`config.mk`:
```
export PLATFORM = sky130hd
export DESIGN_NAME = multiplier_iterative_param_flat
export DESIGN_NICKNAME = d
export VERILOG_FILES = /design/src/rtl/multiplier_iterative_param_pkg.sv /design/src/rtl/multiplier_iterative_param_if.sv /design/src/rtl/multiplier_iterative_param_step.sv /design/src/rtl/multiplier_iterative_param.sv /design/src/flat_wrapper.sv
export SDC_FILE = /design/constraint.sdc
export NUM_CORES = 1
export LEC_CHECK = 0
export BUFFER_PORTS_ARGS = -buffer_cell sky130_fd_sc_hd__buf_2
export CORE_MARGIN = 3
export CORE_UTILIZATION = 65
export CTS_BUF_LIST = sky130_fd_sc_hd__clkbuf_8 sky130_fd_sc_hd__clkbuf_16
export DETAILED_ROUTE_END_ITERATION = 6
export HOLD_SLACK_MARGIN = 0.12
export PLACE_DENSITY_LB_ADDON = 0.05
export SYNTH_ARGS = -nofsm -noshare
export SYNTH_HDL_FRONTEND = slang
export SYNTH_SLANG_ARGS = --single-unit
```
`constraint.sdc`:
```
create_clock -name clk -period 10.6 [get_ports clk]
set_input_delay 0.53 -clock clk [delete_from_list [all_inputs] [get_ports clk]]
set_output_delay 0.53 -clock clk [all_outputs]
set_load 0.1 [all_outputs]
```
`src/rtl/multiplier_iterative_param_pkg.sv`:
```
// Shared types and elaboration helpers for the iterative shift-add multiplier.
package mul_pkg;

  typedef enum logic [1:0] {
    IDLE = 2'd0,
    BUSY = 2'd1,
    DONE = 2'd2
  } state_t;

  function automatic bit step_is_legal(input int step);
    return (step == 1) || (step == 2) || (step == 4);
  endfunction

  // Counter must be able to hold the final value N = width/step.
  function automatic int cnt_width(input int width, input int step);
    return $clog2(width / step + 1);
  endfunction

endpackage

```
`src/rtl/multiplier_iterative_param_if.sv`:
```
// Operand/result handshake bundle for multiplier_iterative_param.
interface multiplier_iterative_param_if #(
  parameter int WIDTH = 32
);
  logic               valid_in;
  logic               ready_in;
  logic               is_signed;
  logic [WIDTH-1:0]   a;
  logic [WIDTH-1:0]   b;
  logic               valid_out;
  logic               ready_out;
  logic [2*WIDTH-1:0] r;

  modport master (
    output valid_in, is_signed, a, b, ready_out,
    input  ready_in, valid_out, r
  );

  modport slave (
    input  valid_in, is_signed, a, b, ready_out,
    output ready_in, valid_out, r
  );
endinterface

```
`src/rtl/multiplier_iterative_param_step.sv`:
```
// One shift-add iteration: folds STEP multiplier bits into the accumulator.
module mul_step #(
  parameter int WIDTH = 32,
  parameter int STEP  = 1
) (
  input  logic [2*WIDTH-1:0] acc,
  input  logic [WIDTH-1:0]   mp,
  input  logic [2*WIDTH-1:0] mc,
  output logic [2*WIDTH-1:0] acc_next,
  output logic [WIDTH-1:0]   mp_next,
  output logic [2*WIDTH-1:0] mc_next
);

  logic [2*WIDTH-1:0] partial;

  always_comb begin
    partial = '0;
    for (int unsigned i = 0; i < STEP; i++) begin
      if (mp[i]) partial = partial + (mc << i);
    end
    acc_next = acc + partial;
    mp_next  = mp >> STEP;
    mc_next  = mc << STEP;
  end

endmodule

```
`src/rtl/multiplier_iterative_param.sv`:
```
// Handshaked iterative multiplier: magnitudes are multiplied STEP bits per cycle,
// the sign is applied once on the final edge.
module multiplier_iterative_param
  import mul_pkg::*;
#(
  parameter int WIDTH      = 32,
  parameter int STEP       = 1,
  parameter int EARLY_EXIT = 0
) (
  input logic                    clk,
  input logic                    reset,
  multiplier_iterative_param_if.slave bus
);

  localparam int N  = WIDTH / STEP;
  localparam int CW = cnt_width(WIDTH, STEP);
  localparam int PW = 2 * WIDTH;
  localparam logic [CW-1:0] N_C = CW'(N);

  if (!step_is_legal(STEP) || (WIDTH % STEP) != 0 || WIDTH < 4) begin : g_bad_params
    $error("multiplier_iterative_param: illegal WIDTH/STEP combination");
  end

  state_t          state, state_next;
  logic [PW-1:0]   acc, mc, acc_next, mc_next;
  logic [WIDTH-1:0] mp, mp_next;
  logic [CW-1:0]   cnt, cnt_next;
  logic            neg;
  logic            accept, finish;
  logic [WIDTH-1:0] a_abs, b_abs;
  logic [PW-1:0]   r_q;
  logic            valid_q;

  mul_step #(
    .WIDTH (WIDTH),
    .STEP  (STEP)
  ) u_step (
    .acc      (acc),
    .mp       (mp),
    .mc       (mc),
    .acc_next (acc_next),
    .mp_next  (mp_next),
    .mc_next  (mc_next)
  );

  assign bus.ready_in  = (state == IDLE) || ((state == DONE) && bus.ready_out);
  assign bus.valid_out = valid_q;
  assign bus.r         = r_q;

  assign accept   = bus.valid_in && bus.ready_in;
  assign cnt_next = cnt + CW'(1);
  assign finish   = (state == BUSY) &&
                    ((cnt_next == N_C) || ((EARLY_EXIT != 0) && (mp_next == '0)));

  // -2^(WIDTH-1) negates to itself, which is the correct unsigned magnitude.
  assign a_abs = (bus.is_signed && bus.a[WIDTH-1]) ? -bus.a : bus.a;
  assign b_abs = (bus.is_signed && bus.b[WIDTH-1]) ? -bus.b : bus.b;

  always_ff @(posedge clk or posedge reset) begin
    if (reset) state <= IDLE;
    else       state <= state_next;
  end

  always_comb begin
    state_next = state;
    case (state)
      IDLE: if (accept) state_next = BUSY;
      BUSY: if (finish) state_next = DONE;
      DONE: if (bus.ready_out) state_next = bus.valid_in ? BUSY : IDLE;
      default: state_next = IDLE;
    endcase
  end

  always_ff @(posedge clk or posedge reset) begin
    if (reset) begin
      acc     <= '0;
      mc      <= '0;
      mp      <= '0;
      cnt     <= '0;
      neg     <= 1'b0;
      r_q     <= '0;
      valid_q <= 1'b0;
    end else begin
      if (accept) begin
        mc  <= PW'(a_abs);
        mp  <= b_abs;
        acc <= '0;
        cnt <= '0;
        neg <= bus.is_signed && (bus.a[WIDTH-1] ^ bus.b[WIDTH-1]);
      end else if (state == BUSY) begin
        acc <= acc_next;
        mc  <= mc_next;
        mp  <= mp_next;
        cnt <= cnt_next;
      end

      if (finish) begin
        r_q     <= neg ? -acc_next : acc_next;
        valid_q <= 1'b1;
      end else if ((state == DONE) && bus.ready_out) begin
        valid_q <= 1'b0;
      end
    end
  end

endmodule

```
`src/flat_wrapper.sv`:
```
// flat-port wrapper written by rule: the top's interface ports become plain ports
module multiplier_iterative_param_flat import mul_pkg::*;
#(
  parameter int WIDTH      = 32,
  parameter int STEP       = 1,
  parameter int EARLY_EXIT = 0
)
  (clk, reset, bus_valid_in, bus_is_signed, bus_a, bus_b, bus_ready_out, bus_ready_in, bus_valid_out, bus_r);
  multiplier_iterative_param_if #(.WIDTH(WIDTH)) bus_i ();
  input logic clk;
  input logic reset;
  input wire logic [$bits(bus_i.valid_in)-1:0] bus_valid_in;
  input wire logic [$bits(bus_i.is_signed)-1:0] bus_is_signed;
  input wire logic [$bits(bus_i.a)-1:0] bus_a;
  input wire logic [$bits(bus_i.b)-1:0] bus_b;
  input wire logic [$bits(bus_i.ready_out)-1:0] bus_ready_out;
  output wire logic [$bits(bus_i.ready_in)-1:0] bus_ready_in;
  output wire logic [$bits(bus_i.valid_out)-1:0] bus_valid_out;
  output wire logic [$bits(bus_i.r)-1:0] bus_r;
  assign bus_i.valid_in = bus_valid_in;
  assign bus_i.is_signed = bus_is_signed;
  assign bus_i.a = bus_a;
  assign bus_i.b = bus_b;
  assign bus_i.ready_out = bus_ready_out;
  assign bus_ready_in = bus_i.ready_in;
  assign bus_valid_out = bus_i.valid_out;
  assign bus_r = bus_i.r;
  multiplier_iterative_param #(.WIDTH(WIDTH), .STEP(STEP), .EARLY_EXIT(EARLY_EXIT)) u_core (.clk(clk), .reset(reset), .bus(bus_i));
endmodule
```
[Word level (Yosys, flattened, before mapping)]
Index checks and enable logic that the tools add are counted.
W data, S select, Z words.
Operators by class
  mux-type cells: 19
  bitwise gates (word level): 1
  div/mod/pow operators: 0
  add/subtract/negate cells: 5
  eq/ne operators: 6
  reduce and logical (&&, ||, !) cells: 11
  magnitude comparators: 0
  shifts and indexed selects: 0
  $mul: 0
Operators with widths (number)
  $mux W64: 6
  $mux W32: 4
  $add A64 B64 Y64: 1
  $neg A32 Y32: 2
  $neg A64 Y64: 1
  $mux W6: 2
  $add A6 B1 Y6 const B: 1
  $eq A6 B6 Y1 const B: 1
  $logic_and A1 B1 Y1: 6
  $mux W2: 3
  $pmux W2 S3: 1
  $ne A2 B1 Y1 const B: 2
  $reduce_bool A2 Y1: 2
  $mux W1: 3
  $reduce_and A3 Y1: 1
  $eq A2 B1 Y1 const B: 1
  $eq A2 B2 Y1 const B: 1
  $logic_not A2 Y1: 1
  $ne A2 B2 Y1 const B: 1
  $logic_or A1 B1 Y1: 1
  $xor A1 B1 Y1: 1
Storage, ports and cells
  flip-flop bits (word level): 234
  output and inout bits: 66
  input port bits: 69
  bits in latches: 0
  bits in read-only memories: 0
  RAM bits: 0
  word-level logic and storage cells: 50
  memories: 0

[Logic depth before layout (Yosys ltp)]
Gate-level depths: netlist of the first run.
  depth after elaboration: 6
  depth in mapped cells: 19
  mapped depth without buffers: 16

[Hierarchy]
From an unflattened synthesis of the first run, not the netlist that was laid out.
Second synthesis, totals
  cell total of the unflattened synthesis: 2109
  area total of the unflattened synthesis: 16915.0 um^2
Modules (own cells, without submodules)
  multiplier_iterative_param: sequential area each 5855.6 um^2, cells an instance 1383, instances 1, area each 11967.7 um^2
  mul_step: sequential area each 0.0 um^2, cells an instance 726, instances 1, area each 4947.2 um^2

[Least setup slack after synthesis of the first run]
OpenSTA, ideal clock, no wires.
  path kind: reg2reg
  from: reg u_core.mp[0]
  to: reg u_core.r_q[63], in the netlist u_core.bus.r[63]
  data arrival time: 4709 ps
  required time: 10469 ps
  stages on the path, launching flop included: 19
  library setup time: 131 ps
  buffers on the path: 3
  slack: 5760 ps
  period minus slack after synthesis: 4840 ps
  cell sequence: dfrtp_1 > clkbuf_1 > clkbuf_1 > and2_1 > ha_1 > inv_1 > fa_1 > nand2b_2 > a211oi_4 > o21ai_4 > a21o_4 > a311o_1 > or4_4 > or4_4 > buf_6 > nand4b_4 > o41ai_2 > xnor2_1 > o21ai_1
Between the ends
  word-level cells in the longest chain between the ends: 4
RTL lines
  from (decl): RTL line multiplier_iterative_param.sv:26  | logic [WIDTH-1:0] mp, mp_next;
  from (signal assigned): RTL line multiplier_iterative_param.sv:86  | mp <= b_abs;
  from (signal assigned): RTL line multiplier_iterative_param.sv:93  | mp <= mp_next;
  $mux W64 *: RTL line multiplier_iterative_param_step.sv:19  | if (mp[i]) partial = partial + (mc << i);
  $add A64 B64 Y64 *: RTL line multiplier_iterative_param_step.sv:21  | acc_next = acc + partial;
  $neg A64 Y64: RTL line multiplier_iterative_param.sv:98  | r_q <= neg ? -acc_next : acc_next;
  $mux W64 *: RTL line multiplier_iterative_param.sv:98
  to (signal assigned): RTL line multiplier_iterative_param.sv:98
  to (decl): RTL line multiplier_iterative_param.sv:31  | logic [PW-1:0] r_q;
Mark *: on every way between the ends. The rest lies on a longest branch, timed or not.
A chain may end at the register's enable or synchronous reset.

[Final worst setup path of the first run]
  from: reg u_core.mp[0]
  to: reg u_core.r_q[62], in the netlist u_core.bus.r[62]
The elaborated chain is that of the path after synthesis.

==> impl_results.md, run 1 <==
* H-Tree Level Count at 1
* Clock root buffer: clkbuf_16
* Max Clk Rate at about 170 MHz
* Largest net degree at the start of global routing at 126
* Share of layout cells above drive strength 1 at 11.67%
* Placed Cells at 2432
* DRC Markers at 0
* Synth Instances at between 2000 and 2500
* Register bit total from synthesis at 234
* Filler cells at 2014
* Vias in the first global route at 15041
* DRT Pass-1 Iters at 5
* Final-stage net count at roughly 2300
* Gpl congestion at slightly below 1
* Worst reg2reg path depth at 17
* All-layer global routing usage at about a third
* Syn. warnings at 0
* Antenna cells at 0
* Worst hold slack at ~0.09 ns
* Synth area leaders: dfrtp_1, o21ai_0, nand2_1
* Die height at 167.8 µm
* WL final at 48440 µm
* Peak supply drop at ~0.27 mV
* Multi-input gate area at 10590 µm²
* Routed via count at around 16000
* Critical Path Start: u_core.mp[0]
* Vias per inst at between 6 and 7
* Clock transition at the registers of the reported paths at 0.06 ns
* Tot Pwr at 5.817 mW
* Hold Fails Final Rpt at 0
* Count of pins over their slew limit at 0
* Reg area at a little under 6000 µm²
* Min Clock Period, post-route at about 6 ns
* Grt total ovfl at 0
* Core Region at 25470 µm²
* Critical path type: reg2reg
* Crit start category: flop
* Top Ports at roughly 140
* Post-synth EDFFs at 0
* Clk sinks at about 230
* Reg-to-Reg Start: u_core.mp[0]
* Clk_skew at 0.01569 ns
* TritonCTS clock tree: done
* Synthesized Nets at approximately 2200
* CTS Buffer Depth at 3
* Number of routed nets with antenna violations at 0
* CTS buffer count at 26
* Initial Util at between 60% and 70%
* Buffer count from post-CTS setup fixing at 0
* CTS hold repair buffers at 0
* DIE AREA at roughly 28000 µm²
* I/O Buffers at approximately 130
* PwrDens at roughly 310 nW/µm²
* Slew headroom at about a quarter
* Initial detailed-routing violation count at 1535
* R2R setup slack at ~4.7 ns
* Clock latency on the worst-skew pair at approximately 0.54 ns
* RR Endpoint: u_core.bus.r[62]
* Final worst setup slack at 4.677 ns
* Post-cts resize count at 0
* Post-detail-place hpwl at approximately 36000 µm
* Layout area overhead at 9.254%
* # rows at 58
* Final setup viols at 0
* Final period util at approximately 56%
* Initial antenna violation count at 0
* Synth Flop Type: dfrtp_1
* Synthesized cell area at about 17000 µm²
* Worst EP arrival at around 6.3 ns
* Worst-margin pin slew at around 1.1 ns
* Max-cap violations at 0
* Die width at between 150 and 200 µm
* Synth async-reset ratio at 100.0%
* Worst setup EP type: flop
* Post-Layout Cell Count at between 2000 and 2500
* Yosys top cell area share at around a third
* Post-synthesis sequential area ratio at approximately a third
* Yosys top cell by area: dfrtp_1
* CP Max Fanout at 65
* Setup_tns at 0 ns
* Status: complete, no violations
* Worst Path Required at approximately 11 ns
* Synth cell types at 96
* WL/cell at slightly below 20 µm
* RSZ-0062 raised after global routing: false
* Hold crit path type: in2async
* Avg Inst Size Synth at roughly 8.2 µm²
* First-pass GRT wire length at around 80000 µm
* Dpl ws at 4.894 ns
* Pleak at 8.005 nW
## metrics by stage
stage	util [%]	instance area [µm²]
2_1_floorplan	-	17020
3_3_place_gp	69.53	17710
3_5_place_dp	69.53	17710
4_1_cts	73.01	18600
5_1_grt	73.01	18600
6_report	73.01	18600
## placed cells by master, fill, tap and decap left out, drive strengths merged, types with 17 or more instances in the layout
cell    Yosys  layout
nor4       19      19
nand4      39      39
nor2       94      94
dfrtp     234     234
buf        27     148
a21oi     130     130
o21a       20      20
nand2     330     330
nor3       37      37
a211oi     17      17
inv        17      21
and2       72      72
a22oi      61      61
o31ai      35      35
nand3      78      78
o21ai     293     293
xor2       97      97
clkbuf    103      31
a21o       20      20
xnor2      72      72
ha         68      68
## sequential cells by signal, summed over array words and instances (netlist names)
| name | cells |
|---|---|
| u_core.mp | 32 |
| u_core.bus.valid_out | 1 |
| u_core.acc | 64 |
| u_core.bus.r | 64 |
| u_core.mc | 64 |
| u_core.cnt | 6 |
| u_core.neg | 1 |
| u_core.state | 2 |
## worst max path at each step
stage | slack (ns) | end
after detailed placement | 4.89 | u_core.bus.r[62]
final | 4.68 | u_core.bus.r[62]
after CTS | 4.76 | u_core.bus.r[62]
after global placement | 5.11 | u_core.bus.r[62]
after floorplan | 3.65 | u_core.acc[0]
after global routing | 4.31 | u_core.bus.r[62]
## area by class of cell
cell class / count / share of cell area, %
Clock buffer: 31 / 3.929
Timing Repair Buffer: 148 / 4.171
Clock inverter: 17 / 0.8477
Multi-Input combinational cell: 1703 / 56.96
Tap cell: 330 / 2.220
Inverter: 17 / 0.3835
Sequential cell: 234 / 31.49
## logic make-up (layout without fill, tap and decap cells)
| family | after synthesis | after routing | share of synthesized area (%) |
|---|---|---|---|
| AOI/OAI and AO/OA | 700 | 700 | 25.99 |
| xor gates and xnor gates | 169 | 169 | 8.784 |
| adders and majority gates | 69 | 69 | 5.116 |
| buffers and inverters | 147 | 213 | 3.521 |
| DFF | 234 | 234 | 34.40 |
| muxes | 5 | 5 | 0.3014 |
| and+or+nand+nor | 760 | 760 | 21.89 |
## cells in the mapped netlist, types with 10 or more instances
master    count
a211oi_1     14
a21o_1       19
a21oi_1     126
a22o_1       15
a22oi_1      61
and2_1       71
and4_1       14
buf_2        14
clkbuf_1    103
dfrtp_1     234
ha_1         68
inv_1        17
nand2_1     330
nand2b_1     14
nand3_1      77
nand4_1      38
nor2_1       92
nor3_1       34
nor4_1       18
o211ai_1     14
o21a_1       20
o21ai_0     271
o21ai_1      18
o31ai_1      35
o41ai_1      15
or2_2        10
or3_1        15
xnor2_1      71
xor2_1       96
## worst max-delay path, cell delays in order, from the launching register on
cell and delay, ns:
dfrtp_1 0.32, buf_4 0.42, and2_1 0.20, ha_1 0.20
inv_1 0.07, fa_1 0.42, nand2b_2 0.23, a211oi_4 0.49
nor2_1 0.13, o211ai_1 0.45, nand4_1 0.31, nor3_1 0.35
nand4_1 0.26, nor4_1 0.35, nand4_1 0.45, or4_1 0.69
and3_1 0.20, o31a_1 0.23
## per-layer routing
metal | share of wire [%] | GRT usage [%] | wire length, µm | vias to the layer above
met1 | 46 | 51.03 | 22070 | 7761
met3 | 11 | 7.373 | 5092 | 69
met4 | 1.9 | 7.079 | 930 | 0
li1 | - | - | - | 7681
met5 | 0 | 0 | 0 | -
met2 | 42 | 50.22 | 20350 | 729
## power breakdown
part / switching (mW) / internal (mW) / total (mW)
combinational: 2.36 / 1.03 / 3.38
sequential: 0.276 / 1.23 / 1.51
clock: 0.381 / 0.543 / 0.924
total: 3.01 / 2.80 / 5.82
Power figures use the tool's default switching activity.
==> inputs of run 2 (changes only) <==
- CORE_UTILIZATION: 65 -> 56
- clock period: 10.6 -> 5.1 ns (I/O delays scaled with it)
==> impl_results.md, run 2 (synthesis results as in run 1) <==
* Status: complete, no violations
* Multi-input gate area at between 10000 and 15000 µm²
* All-layer global routing usage at between 30% and 40%
* DRT Pass-1 Iters at 6
* Worst Path Required at around 5.5 ns
* Clock root buffer: clkbuf_16
* Largest net degree at the start of global routing at 142
* Clock latency on the worst-skew pair at approximately 0.56 ns
* Reg-to-Reg Start: u_core.mp[0]
* Final-stage net count at roughly 2400
* Top Ports at about 140
* Final Util at 67.66%
* Count of pins over their slew limit at 0
* Layout area overhead at 18.43%
* Finished Cell Area at ~20000 µm²
* Clk sinks at around 230
* First-pass GRT wire length at 88760 µm
* Initial Util at ~57%
* R2R setup slack at between 0.15 and 0.2 ns
* Vias in the first global route at roughly 16000
* Tot Pwr at ~13 mW
* Initial antenna violation count at 0
* Slew headroom at 7.991%
* Vias per inst at ~6.3
* Final worst setup slack at about 0.18 ns
* Routed via count at 17094
* Worst EP arrival at roughly 5.4 ns
* CP Max Fanout at 8
* Number of routed nets with antenna violations at 0
* Grt total ovfl at 0
* TritonCTS clock tree: done
* Post-detail-place hpwl at around 41000 µm
* I/O Buffers at 134
* RR Endpoint: u_core.bus.r[62]
* Share of layout cells above drive strength 1 at 15.39%
* CTS buffer count at 26
* Crit start category: flop
* Initial detailed-routing violation count at 1761
* Hold Fails Final Rpt at 0
* Core Region at between 20000 and 30000 µm²
* Peak supply drop at 0.4041 mV
* Worst Setup EP: u_core.bus.r[62]
* DIE AREA at between 30000 and 40000 µm²
* Gpl congestion at slightly above 1
* PwrDens at about 640 nW/µm²
* Antenna cells at 0
* Most common cell after layout, fill and taps aside: nand2_1
* Min Clock Period, post-route at approximately 4.9 ns
* WL/cell at between 20 and 25 µm
* DRC Markers at 0
* Die width at approximately 180 µm
* Final setup viols at 0
* Critical path type: reg2reg
* Pleak at 8.748 nW
* Max-cap violations at 0
* Critical Path Start: u_core.mp[0]
* DP Area at around 18000 µm²
* Worst setup EP type: flop
* Dpl ws at -0.05501 ns
* Final period util at 96.50%
* Reg area at 5858 µm²
* # rows at 63
* Hold crit path type: in2reg
* WL final at 55890 µm
* Filler cells at ~2500
* CTS Buffer Depth at 3
* Worst reg2reg path depth at 16
* Clock transition at the registers of the reported paths at roughly 0.06 ns
* Clk_skew at about 0.019 ns
* Commonest non-fill, non-tap cells in the layout: nand2_1, o21ai_0, dfrtp_1, buf_2, a21oi_1
* Die height at 180.4 µm
* Worst-margin pin slew at 1.345 ns
* Max Clk Rate at 203.2 MHz
* H-Tree Level Count at 1
==> run 2: per-stage QoR <==
| step | hold slack, ns | instances | setup TNS (ns) |
|---|---|---|---|
| 6_report | 0.1402 | 2703 | 0 |
| 5_1_grt | 0.2158 | 2703 | -0.09096 |
| 4_1_cts | 0.1233 | 2695 | 0 |
| 3_5_place_dp | 0.4646 | 2577 | -0.05929 |
| 3_3_place_gp | 0.4553 | 2577 | 0 |
| 2_1_floorplan | 0.3831 | 2084 | 0 |
==> run 2: final cells by class <==
type	count	share of cell area (%)
flip-flops and latches	234	29.06
clock inverters	15	0.5710
clock buffers	33	3.705
well taps	390	2.420
inverters	17	0.3351
multi-input cells	1703	53.01
repair buffers	311	10.90
==> run 2: power breakdown <==
| part | internal [mW] | leakage, nW | switching [mW] |
|---|---|---|---|
| clock network | 1.05 | 0.441 | 0.814 |
| registers | 2.56 | 3.05 | 0.623 |
| logic | 2.65 | 5.26 | 5.20 |
==> run 2: how the worst min path moves through the flow <==
stage | from | endpoint | cells past startpoint
3_5_place_dp | u_core.bus.r[45] | u_core.bus.r[45] | 2
6_report | bus_b[1] | u_core.mp[3] | 4
5_1_grt | bus_b[1] | u_core.mp[3] | 4
2_1_floorplan | bus_b[0] | u_core.mp[0] | 2
4_1_cts | bus_b[1] | u_core.mp[3] | 4
3_3_place_gp | u_core.bus.r[20] | u_core.bus.r[20] | 2
==> run 2: routing by layer <==
layer | vias to the layer above | GRT usage, % | wire [µm]
met4 | 0 | 6.079 | 1190
met3 | 101 | 5.289 | 4999
li1 | 7995 | - | -
met1 | 8214 | 50.52 | 25520
met2 | 784 | 51.09 | 24170
met5 | - | 0 | 0
==> run 2: timing repair <==
action / CTS / global route
buffers inserted: 0 / 8
pin swaps: 0 / 3
endpoints found under the setup margin: 4 / 30
hold buffers: 70 / 0
endpoints found under the hold margin: 264 / 0
gates cloned: 0 / 0
gates resized for setup: 2 / 18
==> run 2: critical path, cell delays in order, from the launching register on <==
cell,delay (ns)
dfrtp_2,0.43
and2_1,0.15
ha_1,0.18
inv_1,0.06
fa_1,0.39
nand2b_2,0.22
a211oi_4,0.51
o21ai_4,0.16
a21oi_1,0.22
o2111a_1,0.29
a2111oi_1,0.10
o41a_1,0.36
xnor2_1,0.19
or4b_1,0.59
or4_1,0.50
and3_1,0.20
o31a_1,0.24
==> inputs of run 3 (changes only) <==
- REMOVE_ABC_BUFFERS: not set -> 1
==> impl_results.md, run 3 (synthesis results as in run 1) <==
* RR Endpoint: u_core.bus.r[62]
* Hold Crit Start: bus_b[0]
* Final period util at 96.35%
* Hold crit path type: in2reg
* Critical Path Start: u_core.mp[0]
* All-layer global routing usage at 33.45%
* CP Max Fanout at 8
* # rows at 63
* Layout area overhead at 17.79%
* Vias in the first global route at ~16000
* Initial detailed-routing violation count at about 1800
* CTS buffer count at 26
* Peak supply drop at 0.3505 mV
* Worst-margin pin slew at about 1.2 ns
* Post-detail-place hpwl at around 40000 µm
* First-pass GRT wire length at ~89000 µm
* Largest net degree at the start of global routing at approximately 130
* Critical path type: reg2reg
* Slew headroom at 18.82%
* Final worst setup slack at 0.1864 ns
* Final Util at 67.29%
* TritonCTS clock tree: done
* Count of pins over their slew limit at 0
* Antenna cells at 0
* I/O Buffers at between 100 and 150
* Number of routed nets with antenna violations at 0
* Grt total ovfl at 0
* CTS Buffer Depth at 3
* Status: complete, no violations
* Top Ports at 135
* Worst hold slack at roughly 0.16 ns
* Final setup viols at 0
* Crit start category: flop
* Die height at between 150 and 200 µm
* Gpl congestion at just over 1
* Post-Layout Cell Count at between 2000 and 3000
* Pleak at just under 9 nW
* Final-stage net count at 2407
* Max Clk Rate at ~200 MHz
* Clock root buffer: clkbuf_16
* Hold Fails Final Rpt at 0
* Worst Setup EP: u_core.bus.r[62]
* Commonest non-fill, non-tap cells in the layout: nand2_1, o21ai_0, dfrtp_1, buf_2, a21oi_1
* DP Area at between 15000 and 20000 µm²
* H-Tree Level Count at 1
* Min Clock Period, post-route at about 4.9 ns
* Core Region at 29800 µm²
* Initial antenna violation count at 0
* Initial Util at a little under three fifths
* Die width at between 150 and 200 µm
* WL/cell at approximately 21 µm
* R2R setup slack at 0.19 ns
* Worst setup EP type: flop
* WL final at about 56000 µm
* Vias per inst at 6.342
* PwrDens at between 600 and 700 nW/µm²
* DRC Markers at 0
* Tot Pwr at about 13 mW
* Placed Cells at 2562
* Clk sinks at 234
* Clk_skew at between 0.015 and 0.02 ns
* DRT Pass-1 Iters at 6
* Worst Path Required at approximately 5.5 ns
* DIE AREA at approximately 33000 µm²
* Share of layout cells above drive strength 1 at 14.68%
* Finished Cell Area at approximately 20000 µm²
* Worst EP arrival at about 5.3 ns
* Reg-to-Reg Start: u_core.mp[0]
* Max-cap violations at 0
* Routed via count at ~17000
* Clock transition at the registers of the reported paths at approximately 0.060 ns
* Most common cell after layout, fill and taps aside: nand2_1
* Setup_tns at 0 ns
* Worst reg2reg path depth at 16
* Dpl ws at ~0.11 ns
* Clock latency on the worst-skew pair at 0.55 ns
## run 3: worst min-delay path by stage
stage                     slack [ns]  cells past startpoint       endpoint
after floorplan                 0.38                      2   u_core.mp[0]
after global placement          0.43                      2  u_core.cnt[2]
after detailed placement        0.45                      2  u_core.cnt[2]
after CTS                       0.15                      4   u_core.mp[3]
after global routing            0.16                      3   u_core.mp[0]
final                           0.16                      3   u_core.mp[0]
## run 3: what timing repair did
action,4_1_cts,5_1_grt
buffers inserted,0,2
hold endpoints to repair,176,0
hold buffers,67,0
setup endpoints to repair,0,20
gates resized for setup,0,18
## run 3: report_power, final
part / leakage [nW] / switching (mW) / internal, mW / total (mW)
combinational: 5.18 / 5.22 / 2.55 / 7.77
clock: 0.459 / 0.817 / 1.20 / 2.01
sequential: 3.05 / 0.601 / 2.56 / 3.16
total: 8.69 / 6.64 / 6.31 / 12.9
## run 3: layout make-up
| type | instances | area [µm²] |
|---|---|---|
| clock buffer | 33 | 747.0 |
| multi-input combinational | 1703 | 10680 |
| clock inverter | 15 | 178.9 |
| tap | 390 | 488.0 |
| timing repair buffer | 287 | 2024 |
| sequential | 234 | 5857 |
| inverter | 17 | 71.32 |
| fill | 2412 | 9746 |
## run 3: metal layers
| layer | part of all wire [%] | track usage, % | vias to the layer above | routed length, µm |
|---|---|---|---|---|
| met1 | 46 | 49.88 | 8193 | 25670 |
| met4 | 2.2 | 7.338 | 0 | 1223 |
| met2 | 43 | 49.98 | 769 | 24050 |
| met5 | 0 | 0 | - | 0 |
| li1 | - | - | 7948 | - |
| met3 | 9.2 | 7.590 | 79 | 5159 |
## run 3: worst max-delay path: stages (launching register included)
cell,delay [ns]
dfrtp_1,0.40
and2_1,0.15
ha_1,0.18
inv_1,0.06
fa_1,0.40
nand2b_2,0.24
a211oi_4,0.46
o211ai_2,0.16
a311o_1,0.37
o211ai_1,0.23
nor3b_4,0.32
nand4_1,0.17
nor4_1,0.39
nand4_1,0.25
or4_1,0.59
and3_1,0.20
o31a_1,0.22
